<file path="src/rtl/cpu_sequencer_if.sv">
// rtl/cpu_sequencer_if.sv - ROM/RAM req/ack bus between the sequencer and memories
interface cpu_sequencer_if;
  logic        rom_req;
  logic [15:0] rom_addr;
  logic        rom_ack;
  logic [15:0] rom_data;
  logic        ram_req;
  logic        ram_we;
  logic [15:0] ram_addr;
  logic [15:0] ram_wdata;
  logic        ram_ack;
  logic [15:0] ram_rdata;

  modport master (
    output rom_req, rom_addr,
    input  rom_ack, rom_data,
    output ram_req, ram_we, ram_addr, ram_wdata,
    input  ram_ack, ram_rdata
  );

  modport slave (
    input  rom_req, rom_addr,
    output rom_ack, rom_data,
    input  ram_req, ram_we, ram_addr, ram_wdata,
    output ram_ack, ram_rdata
  );
endinterface

</file>
<file path="src/rtl/cpu_sequencer.sv">
// rtl/cpu_sequencer.sv - fetch/load/exec/store sequencer owning PC, A, D and the instruction register
module cpu_sequencer #(
  parameter logic [15:0] RESET_PC = 16'h0000
) (
  input  logic                   clk,
  input  logic                   rst,
  cpu_sequencer_if.master        mem,
  output logic [15:0]            instr,
  output logic [15:0]            dat_a,
  output logic [15:0]            dat_d,
  output logic [15:0]            dat_dref_a,
  input  logic [15:0]            dat_r,
  input  logic                   a,
  input  logic                   d,
  input  logic                   dref_a,
  input  logic                   j,
  output logic [15:0]            dbg_pc,
  output logic                   busy_store
);

  localparam logic [1:0] S_FETCH = 2'd0;
  localparam logic [1:0] S_LOAD  = 2'd1;
  localparam logic [1:0] S_EXEC  = 2'd2;
  localparam logic [1:0] S_STORE = 2'd3;

  logic [1:0]  r_state;
  logic [15:0] r_pc;
  logic [15:0] r_a;
  logic [15:0] r_d;
  logic [15:0] r_instr;
  logic [15:0] r_dref_a;
  logic [15:0] r_wdata;
  logic [15:0] r_st_addr;

  logic w_rom_xfer;
  logic w_ram_xfer;

  // Requests are gated by rst so acks during reset can never form a transfer.
  assign mem.rom_req   = !rst && (r_state == S_FETCH);
  assign mem.ram_req   = !rst && ((r_state == S_LOAD) || (r_state == S_STORE));
  assign mem.ram_we    = !rst && (r_state == S_STORE);
  assign mem.rom_addr  = r_pc;
  assign mem.ram_addr  = (r_state == S_STORE) ? r_st_addr : r_a;
  assign mem.ram_wdata = r_wdata;

  assign w_rom_xfer = mem.rom_req && mem.rom_ack;
  assign w_ram_xfer = mem.ram_req && mem.ram_ack;

  assign instr      = r_instr;
  assign dat_a      = r_a;
  assign dat_d      = r_d;
  assign dat_dref_a = r_dref_a;
  assign dbg_pc     = r_pc;
  assign busy_store = (r_state == S_STORE);

  always_ff @(posedge clk) begin
    if (rst) begin
      r_state   <= S_FETCH;
      r_pc      <= RESET_PC;
      r_a       <= 16'h0000;
      r_d       <= 16'h0000;
      r_instr   <= 16'h0000;
      r_dref_a  <= 16'h0000;
      r_wdata   <= 16'h0000;
      r_st_addr <= 16'h0000;
    end else begin
      case (r_state)
        S_FETCH: begin
          if (w_rom_xfer) begin
            r_instr <= mem.rom_data;
            if (!mem.rom_data[15]) begin
              r_a  <= mem.rom_data;
              r_pc <= r_pc + 16'h0001;
            end else if (mem.rom_data[12]) begin
              r_state <= S_LOAD;
            end else begin
              r_state <= S_EXEC;
            end
          end
        end
        S_LOAD: begin
          if (w_ram_xfer) begin
            r_dref_a <= mem.ram_rdata;
            r_state  <= S_EXEC;
          end
        end
        S_EXEC: begin
          // Every commit below reads the pre-EXEC value of r_a.
          if (a) r_a <= dat_r;
          if (d) r_d <= dat_r;
          r_pc <= j ? r_a : (r_pc + 16'h0001);
          if (dref_a) begin
            r_st_addr <= r_a;
            r_wdata   <= dat_r;
            r_state   <= S_STORE;
          end else begin
            r_state <= S_FETCH;
          end
        end
        S_STORE: begin
          if (w_ram_xfer) r_state <= S_FETCH;
        end
        default: r_state <= S_FETCH;
      endcase
    end
  end

endmodule

</file>
<file path="src/flat_wrapper.sv">
// flat-port wrapper written by rule: the top's interface ports become plain ports
module cpu_sequencer_flat 
#(
  parameter logic [15:0] RESET_PC = 16'h0000
)
  (clk, rst, instr, dat_a, dat_d, dat_dref_a, dat_r, a, d, dref_a, j, dbg_pc, busy_store, mem_rom_req, mem_rom_addr, mem_rom_ack, mem_rom_data, mem_ram_req, mem_ram_we, mem_ram_addr, mem_ram_wdata, mem_ram_ack, mem_ram_rdata);
  cpu_sequencer_if mem_i ();
  input  logic clk;
  input  logic rst;
  output logic [15:0] instr;
  output logic [15:0] dat_a;
  output logic [15:0] dat_d;
  output logic [15:0] dat_dref_a;
  input  logic [15:0] dat_r;
  input  logic a;
  input  logic d;
  input  logic dref_a;
  input  logic j;
  output logic [15:0] dbg_pc;
  output logic busy_store;
  output wire logic [$bits(mem_i.rom_req)-1:0] mem_rom_req;
  output wire logic [$bits(mem_i.rom_addr)-1:0] mem_rom_addr;
  input wire logic [$bits(mem_i.rom_ack)-1:0] mem_rom_ack;
  input wire logic [$bits(mem_i.rom_data)-1:0] mem_rom_data;
  output wire logic [$bits(mem_i.ram_req)-1:0] mem_ram_req;
  output wire logic [$bits(mem_i.ram_we)-1:0] mem_ram_we;
  output wire logic [$bits(mem_i.ram_addr)-1:0] mem_ram_addr;
  output wire logic [$bits(mem_i.ram_wdata)-1:0] mem_ram_wdata;
  input wire logic [$bits(mem_i.ram_ack)-1:0] mem_ram_ack;
  input wire logic [$bits(mem_i.ram_rdata)-1:0] mem_ram_rdata;
  assign mem_rom_req = mem_i.rom_req;
  assign mem_rom_addr = mem_i.rom_addr;
  assign mem_i.rom_ack = mem_rom_ack;
  assign mem_i.rom_data = mem_rom_data;
  assign mem_ram_req = mem_i.ram_req;
  assign mem_ram_we = mem_i.ram_we;
  assign mem_ram_addr = mem_i.ram_addr;
  assign mem_ram_wdata = mem_i.ram_wdata;
  assign mem_i.ram_ack = mem_ram_ack;
  assign mem_i.ram_rdata = mem_ram_rdata;
  cpu_sequencer #(.RESET_PC(RESET_PC)) u_core (.clk(clk), .rst(rst), .mem(mem_i), .instr(instr), .dat_a(dat_a), .dat_d(dat_d), .dat_dref_a(dat_dref_a), .dat_r(dat_r), .a(a), .d(d), .dref_a(dref_a), .j(j), .dbg_pc(dbg_pc), .busy_store(busy_store));
endmodule
</file>
<file path="config.mk">
export PLATFORM = sky130hd
export DESIGN_NAME = cpu_sequencer_flat
export DESIGN_NICKNAME = d
export VERILOG_FILES = /design/src/rtl/cpu_sequencer_if.sv /design/src/rtl/cpu_sequencer.sv /design/src/flat_wrapper.sv
export SDC_FILE = /design/constraint.sdc
export NUM_CORES = 1
export LEC_CHECK = 0
export CAP_MARGIN = 20
export CORE_ASPECT_RATIO = 1.5
export CORE_MARGIN = 2
export CORE_UTILIZATION = 40
export CTS_CLUSTER_SIZE = 25
export DETAILED_ROUTE_END_ITERATION = 16
export PLACE_DENSITY = 0.74
export SLEW_MARGIN = 5
export SYNTH_ARGS = -nofsm -noshare
export SYNTH_HDL_FRONTEND = slang
export SYNTH_SLANG_ARGS = --single-unit
</file>
<file path="constraint.sdc">
create_clock -name clk -period 3.78 [get_ports clk]
set_clock_uncertainty 0.05 [all_clocks]
set_input_delay 0.756 -clock clk [delete_from_list [all_inputs] [get_ports clk]]
set_output_delay 0.756 -clock clk [all_outputs]
set_load 0.01 [all_outputs]
</file>
==> flow_summary.json, run 1 <==
{
  "run_status": "completed",
  "initial_core_util_pct": 41.1,
  "cts_hold_buf": 0,
  "syn_inst": 604,
  "holdPathStages": 2,
  "ys_types": 44,
  "ir_drop_mv": 0.384,
  "fillers": 1070,
  "yosys_register_bits": 114,
  "hpwl_mm": 12.0,
  "layout_setup_ws_ns": 0.393,
  "synth_warnings": 0,
  "fin_cells": 923,
  "setup_viol": 0,
  "cts_root_buf": "clkbuf_16",
  "postCtsSetupBuffers": 0,
  "finalCritPeriodShare_pct": 89.6,
  "synth_nets": 661,
  "drc": 0,
  "power_density_mw_per_mm2": 458,
  "finalInstanceArea_mm2": 0.00735,
  "met3_usage_pct": 8.71,
  "fmax_ghz": 0.295,
  "via_per_inst": 5.36,
  "synth-edff-count": 0,
  "period_minus_slack_ns": 3.39,
  "syn_area_mm2": 0.00494,
  "worstPathArrival_ns": 2.58,
  "grt_max_degree": 84,
  "die_w_um": 94.8,
  "seqPwrFrac_pct": 39.1,
  "seq_area_frac_synth_pct": 46.2,
  "cp.depth": 3,
  "grt_pass1_wl_mm": 25.2,
  "routed_wl_mm": 16.2,
  "post_cts_resized": 0,
  "synthTopCellsByArea": "dfxtp_1, nand2_1, a21oi_1",
  "cp_data_required_time_ns": 2.97,
  "final_antenna_net_count": 0,
  "use_met1_pct": 26.8,
  "dp_slack_ns": 0.813,
  "clk_latency_ns": 0.41,
  "synthToLayoutAreaGrowth_pct": 48.7,
  "async_flop_share_pct": 0,
  "critical_path.max_stage_delay_ns": 0.59,
  "hp-start": "u_core.dat_dref_a[11]$_SDFFE_PP0P_",
  "cts_htree_levels": 4,
  "grtUsageMet2_pct": 42.8,
  "busiest_layer": "met2",
  "tightest_slew_ns": 0.853,
  "place_area_mm2": 0.00675,
  "grt_pass1_vias": 4710,
  "crit_buf_inv": 1,
  "ff2ff_path_depth": 6,
  "antenna_found_initial": 0,
  "core.rowCount": 49,
  "io-pin-count": 188,
  "crit_path_top_delay_cell": "dfxtp_1",
  "antenna_cells": 0,
  "yosysTopAreaCell": "dfxtp_1",
  "pwr-share-comb_pct": 13.5,
  "drive_above_1_share_pct": 8.05,
  "drtPass1Iterations": 5,
  "switching_power_mw": 0.874,
  "core_mm2": 0.0120,
  "power_leakage_nw": 2.60,
  "hold_path_class": "reg2reg",
  "io_buffers": 187,
  "worstSetupPathType": "reg2out",
  "die_area_mm2": 0.0133,
  "clkPwrFrac_pct": 47.4,
  "critPathLaunchType": "flip-flop",
  "drv_slew": 0,
  "cts_tree": "yes",
  "rsz0062_at_grt": "no",
  "place_congestion": 0.861,
  "grt_usage_pct": 24.8,
  "path_delay_family": "flip-flops",
  "crit_path_max_fanout": 17,
  "gr-total-overflow": 0,
  "cts_buffer_depth": 2,
  "avgRoutedWirePerCell_um": 17.6,
  "switching_share_pct": 26.0,
  "post-synth-top-area-fraction_pct": 46.2,
  "cts_made_buffers": 17,
  "nNetsFinal": 815,
  "max_slew_margin_pct": 43.1,
  "path_clk_slew_ns": 0.06,
  "power.internal_mw": 2.49,
  "dr.first_iter.drc_count": 273,
  "cap_violations": 0,
  "die_h_um": 140,
  "hold_violations": 0,
  "clock_sinks": 114,
  "syn_avg_cell_area_um2": 8.19,
  "startpoint": "u_core.r_state[1]$_SDFFE_PP0P_",
  "dominantRegCellSynth": "dfxtp_1",
  "num_vias": 4950,
  "placed_cells": 891,
  "end_kind": "output pin",
  "timing.rr.start": "u_core.r_state[1]$_SDFFE_PP0P_",
  "worstPathCellList": "nand2_1 > mux2_2 > clkdlybuf4s50_1",
  "finalSetupTns_ns": 0
}
-- metrics by stage --
step | hold slack, ns | utilization, % | power, mW
floorplan | 0.384 | - | 1.53
global placement | 0.392 | 56.1 | 1.78
detailed placement | 0.395 | 56.1 | 1.79
CTS | 0.406 | 61.1 | 3.39
global route | 0.429 | 61.2 | 3.49
finish | 0.406 | 61.2 | 3.37
-- area by class of cell --
| class | instances | area (um^2) | share of cell area [%] |
|---|---|---|---|
| timing repair buffer | 195 | 1930 | 26.3 |
| multi-input combinational | 427 | 2340 | 31.9 |
| clock inverter | 13 | 151 | 2.06 |
| clock buffer | 18 | 439 | 5.97 |
| tap | 153 | 191 | 2.60 |
| inverter | 3 | 11.3 | 0.153 |
| sequential | 114 | 2280 | 31.0 |
-- flip-flops by register name, indices dropped and copies added (netlist names) --
| register | cells |
|---|---|
| u_core.dat_a | 16 |
| u_core.dat_dref_a | 16 |
| u_core.instr | 16 |
| u_core.dbg_pc | 16 |
| u_core.dat_d | 16 |
| u_core.mem.ram_wdata | 16 |
| u_core.r_st_addr | 16 |
| u_core.r_state | 2 |
-- cell families (layout without fill, tap and decap cells) --
kind of cell    count (synthesis)  count (layout)  synth area share, %
xor+xnor                        4               4                0.708
flops                         114             114                 46.2
fa+ha+maj                       1               1                0.253
mux                            35              35                 7.59
buf+inv                        63             229                 6.63
simple gates                  252             252                 22.7
compound gates                135             135                 16.0
-- synth_stat cells (2+ instances only) --
master / number
a221oi_1: 4
nand2_1: 173
o21ai_0: 37
nor3b_1: 3
a21oi_1: 56
or3_1: 4
buf_4: 19
or4_1: 3
buf_2: 10
buf_1: 3
nor2_1: 27
mux2i_1: 18
a31oi_1: 4
mux2_2: 16
xor2_1: 4
nand2b_1: 2
inv_1: 3
nor2b_1: 4
and3_1: 4
and4_1: 3
clkbuf_1: 27
o211ai_1: 5
dfxtp_1: 114
and2_1: 10
nand4b_1: 2
nand3_1: 8
nand4_1: 4
a211oi_1: 20
o2111ai_1: 2
-- path summary, 6_finish.rpt --
check                                                              to  slack [ns]
worst max-delay path                                  mem_ram_addr[0]        0.39
worst min-delay path               u_core.dat_dref_a[11]$_SDFFE_PP0P_        0.41
worst max register to register  u_core.mem.ram_wdata[13]$_SDFFE_PP0P_        1.41
worst min register to register     u_core.dat_dref_a[11]$_SDFFE_PP0P_        0.41
-- layer usage --
| layer | part of all wire (%) | vias to the layer above |
|---|---|---|
| li1 | - | 2363 |
| met5 | 0 | - |
| met1 | 36 | 2354 |
| met3 | 6.5 | 41 |
| met2 | 54 | 192 |
| met4 | 3.3 | 0 |
-- tightest hold or removal path, delay by kind of cell (launching register included) --
family	cells	cell delay, ns
flip-flops	1	0.30
AO/OA/AOI/OAI	1	0.06
AND/OR/NAND/NOR	1	0.05
-- layout by cell type (no fill, tap or decap), types with 6 or more instances in the layout --
cell / netlist / routed
a211oi_1: 20 / 20
a21oi_1: 56 / 56
and2_1: 10 / 10
buf_4: 19 / 7
clkbuf_16: 0 / 17
clkdlybuf4s50_1: 0 / 186
dfxtp_1: 114 / 114
inv_6: 0 / 6
mux2_2: 16 / 16
mux2i_1: 18 / 18
nand2_1: 173 / 173
nand3_1: 8 / 8
nor2_1: 27 / 27
o21ai_0: 37 / 37
-- power groups by stage --
stage	clock network, mW	registers, mW	logic (mW)
2_1_floorplan	0	1.34	0.190
3_5_place_dp	0	1.34	0.454
4_1_cts	1.62	1.32	0.456
5_1_grt	1.67	1.32	0.490
3_3_place_gp	0	1.34	0.445
6_report	1.60	1.32	0.455
Power figures use the tool's default switching activity.
==> inputs of run 2 (changes only) <==
CTS_CLUSTER_DIAMETER = 100   (was default)
==> results of run 2 <==
No change in the layout: final DEF, timing and power equal those of run 1.
==> inputs of run 3 (changes only) <==
clock period = 4.28 ns   (was 3.78 ns; I/O delays follow)
==> flow_summary.json, run 3 (same netlist as run 1, synthesis figures left out) <==
{
  "die_area_mm2": 0.0133,
  "layout_setup_ws_ns": 0.753,
  "holdPathStages": 2,
  "hold_violations": 0,
  "layout_common_cells": "clkdlybuf4s50_1, nand2_1, dfxtp_1",
  "cp_data_required_time_ns": 3.37,
  "antenna_cells": 0,
  "crit_path_top_delay_cell": "dfxtp_1",
  "dr.first_iter.drc_count": 211,
  "cts_root_buf": "clkbuf_16",
  "initial_core_util_pct": 41.1,
  "crit_buf_inv": 1,
  "via_per_inst": 5.34,
  "worstPathCellList": "nand2_1 > mux2_2 > clkdlybuf4s50_1",
  "cap_violations": 0,
  "cp.depth": 3,
  "mostFrequentLayoutCell": "clkdlybuf4s50_1",
  "period_minus_slack_ns": 3.53,
  "crit_path_max_fanout": 17,
  "finalCritPeriodShare_pct": 82.4,
  "ff2ff_path_depth": 6,
  "max_slew_margin_pct": 33.4,
  "drv_slew": 0,
  "switching_power_mw": 0.750,
  "seqPwrFrac_pct": 40.4,
  "pwr-share-comb_pct": 14.0,
  "ir_drop_mv": 0.300,
  "core.rowCount": 49,
  "fillers": 1057,
  "cts_buffer_depth": 2,
  "hold_path_class": "reg2reg",
  "cts_htree_levels": 4,
  "drtPass1Iterations": 4,
  "hpwl_mm": 11.7,
  "place_congestion": 0.913,
  "clkPwrFrac_pct": 45.6,
  "run_status": "completed",
  "placed_cells": 888,
  "dp_slack_ns": 1.15,
  "critPathLaunchType": "flip-flop",
  "path_clk_slew_ns": 0.05,
  "routed_wl_mm": 16.2,
  "power_leakage_nw": 2.60,
  "critical_path.max_stage_delay_ns": 0.64,
  "path_delay_family": "flip-flops",
  "num_vias": 4923,
  "setup_viol": 0,
  "tightest_slew_ns": 1.00,
  "finalSetupTns_ns": 0,
  "end_kind": "output pin",
  "grt_max_degree": 67,
  "die_w_um": 94.8,
  "clock_sinks": 114,
  "synthToLayoutAreaGrowth_pct": 48.8,
  "cts_hold_buf": 0,
  "nNetsFinal": 813,
  "grt_pass1_wl_mm": 24.9,
  "io-pin-count": 188,
  "cts_tree": "yes",
  "fin_cells": 922,
  "rsz0062_at_grt": "no",
  "antenna_found_initial": 0,
  "io_buffers": 187,
  "gr-total-overflow": 0,
  "drive_above_1_share_pct": 7.80,
  "worstSetupPathType": "reg2out",
  "grt_usage_pct": 24.3,
  "post_cts_resized": 0,
  "fmax_ghz": 0.284,
  "worstPathArrival_ns": 2.62,
  "die_h_um": 140,
  "rrSetupSlack_ns": 1.79,
  "drc": 0,
  "power.internal_mw": 2.13,
  "final_antenna_net_count": 0,
  "power_density_mw_per_mm2": 392,
  "switching_share_pct": 26.0,
  "postCtsSetupBuffers": 0,
  "clk_latency_ns": 0.40,
  "core_mm2": 0.0120,
  "grt_pass1_vias": 4726,
  "avgRoutedWirePerCell_um": 17.6,
  "cts_made_buffers": 17
}
## run 3: changes by cell type in the layout (fill, tap and decap cells not counted), moves of 2 or more
cell,before,now
inv_6,6,0
buf_4,7,3
clkinv_2,0,4
buf_16,0,3
clkinv_4,1,3
## run 3: worst paths after layout
| path | endpoint | from |
|---|---|---|
| worst max-delay path | mem_ram_addr[7] | u_core.r_state[0]$_SDFFE_PP0P_ |
| worst min-delay path | u_core.mem.ram_wdata[13]$_SDFFE_PP0P_ | u_core.mem.ram_wdata[13]$_SDFFE_PP0P_ |
| worst max register to register | u_core.mem.ram_wdata[11]$_SDFFE_PP0P_ | u_core.r_state[1]$_SDFFE_PP0P_ |
| worst min register to register | u_core.mem.ram_wdata[13]$_SDFFE_PP0P_ | u_core.mem.ram_wdata[13]$_SDFFE_PP0P_ |
## run 3: worst register-to-register path, cell delays in order, from the launching register on
cell	delay, ns
dfxtp_1	0.60
nor2b_2	0.43
buf_4	0.33
and2_1	0.55
buf_16	0.23
nand2_1	0.09
a21oi_1	0.14
## run 3: layer usage
metal,track usage (%),vias to the layer above,wire (um)
li1,-,2362,-
met1,26.7,2312,5930
met2,41.7,211,8480
met3,6.89,38,1190
met4,12.7,0,614
met5,0,-,0
## run 3: cell type report
cell class,instances,area (um^2),share of cell area (%)
inverters,3,11.3,0.153
well taps,153,191,2.60
clock buffers,19,443,6.02
repair buffers,193,1970,26.8
multi-input cells,427,2340,31.8
clock inverters,13,114,1.55
flip-flops and latches,114,2280,31.0
## run 3: through the flow
| step | power, mW | hold slack (ns) | util, % | area, um^2 |
|---|---|---|---|---|
| after detailed placement | 1.58 | 0.396 | 56.1 | 6740 |
| after CTS | 2.89 | 0.406 | 60.8 | 7300 |
| after global routing | 2.99 | 0.420 | 61.2 | 7360 |
| after global placement | 1.57 | 0.391 | 55.9 | 6720 |
| after floorplan | 1.35 | 0.384 | - | 4940 |
| final | 2.88 | 0.406 | 61.2 | 7360 |
## run 3: power groups by stage
stage                     registers, mW  clock network [mW]  logic, mW
final                              1.17                1.32      0.403
after global routing               1.17                1.39      0.432
after CTS                          1.16                1.33      0.398
after detailed placement           1.19                   0      0.396
after global placement             1.18                   0      0.387
after floorplan                    1.19                   0      0.168
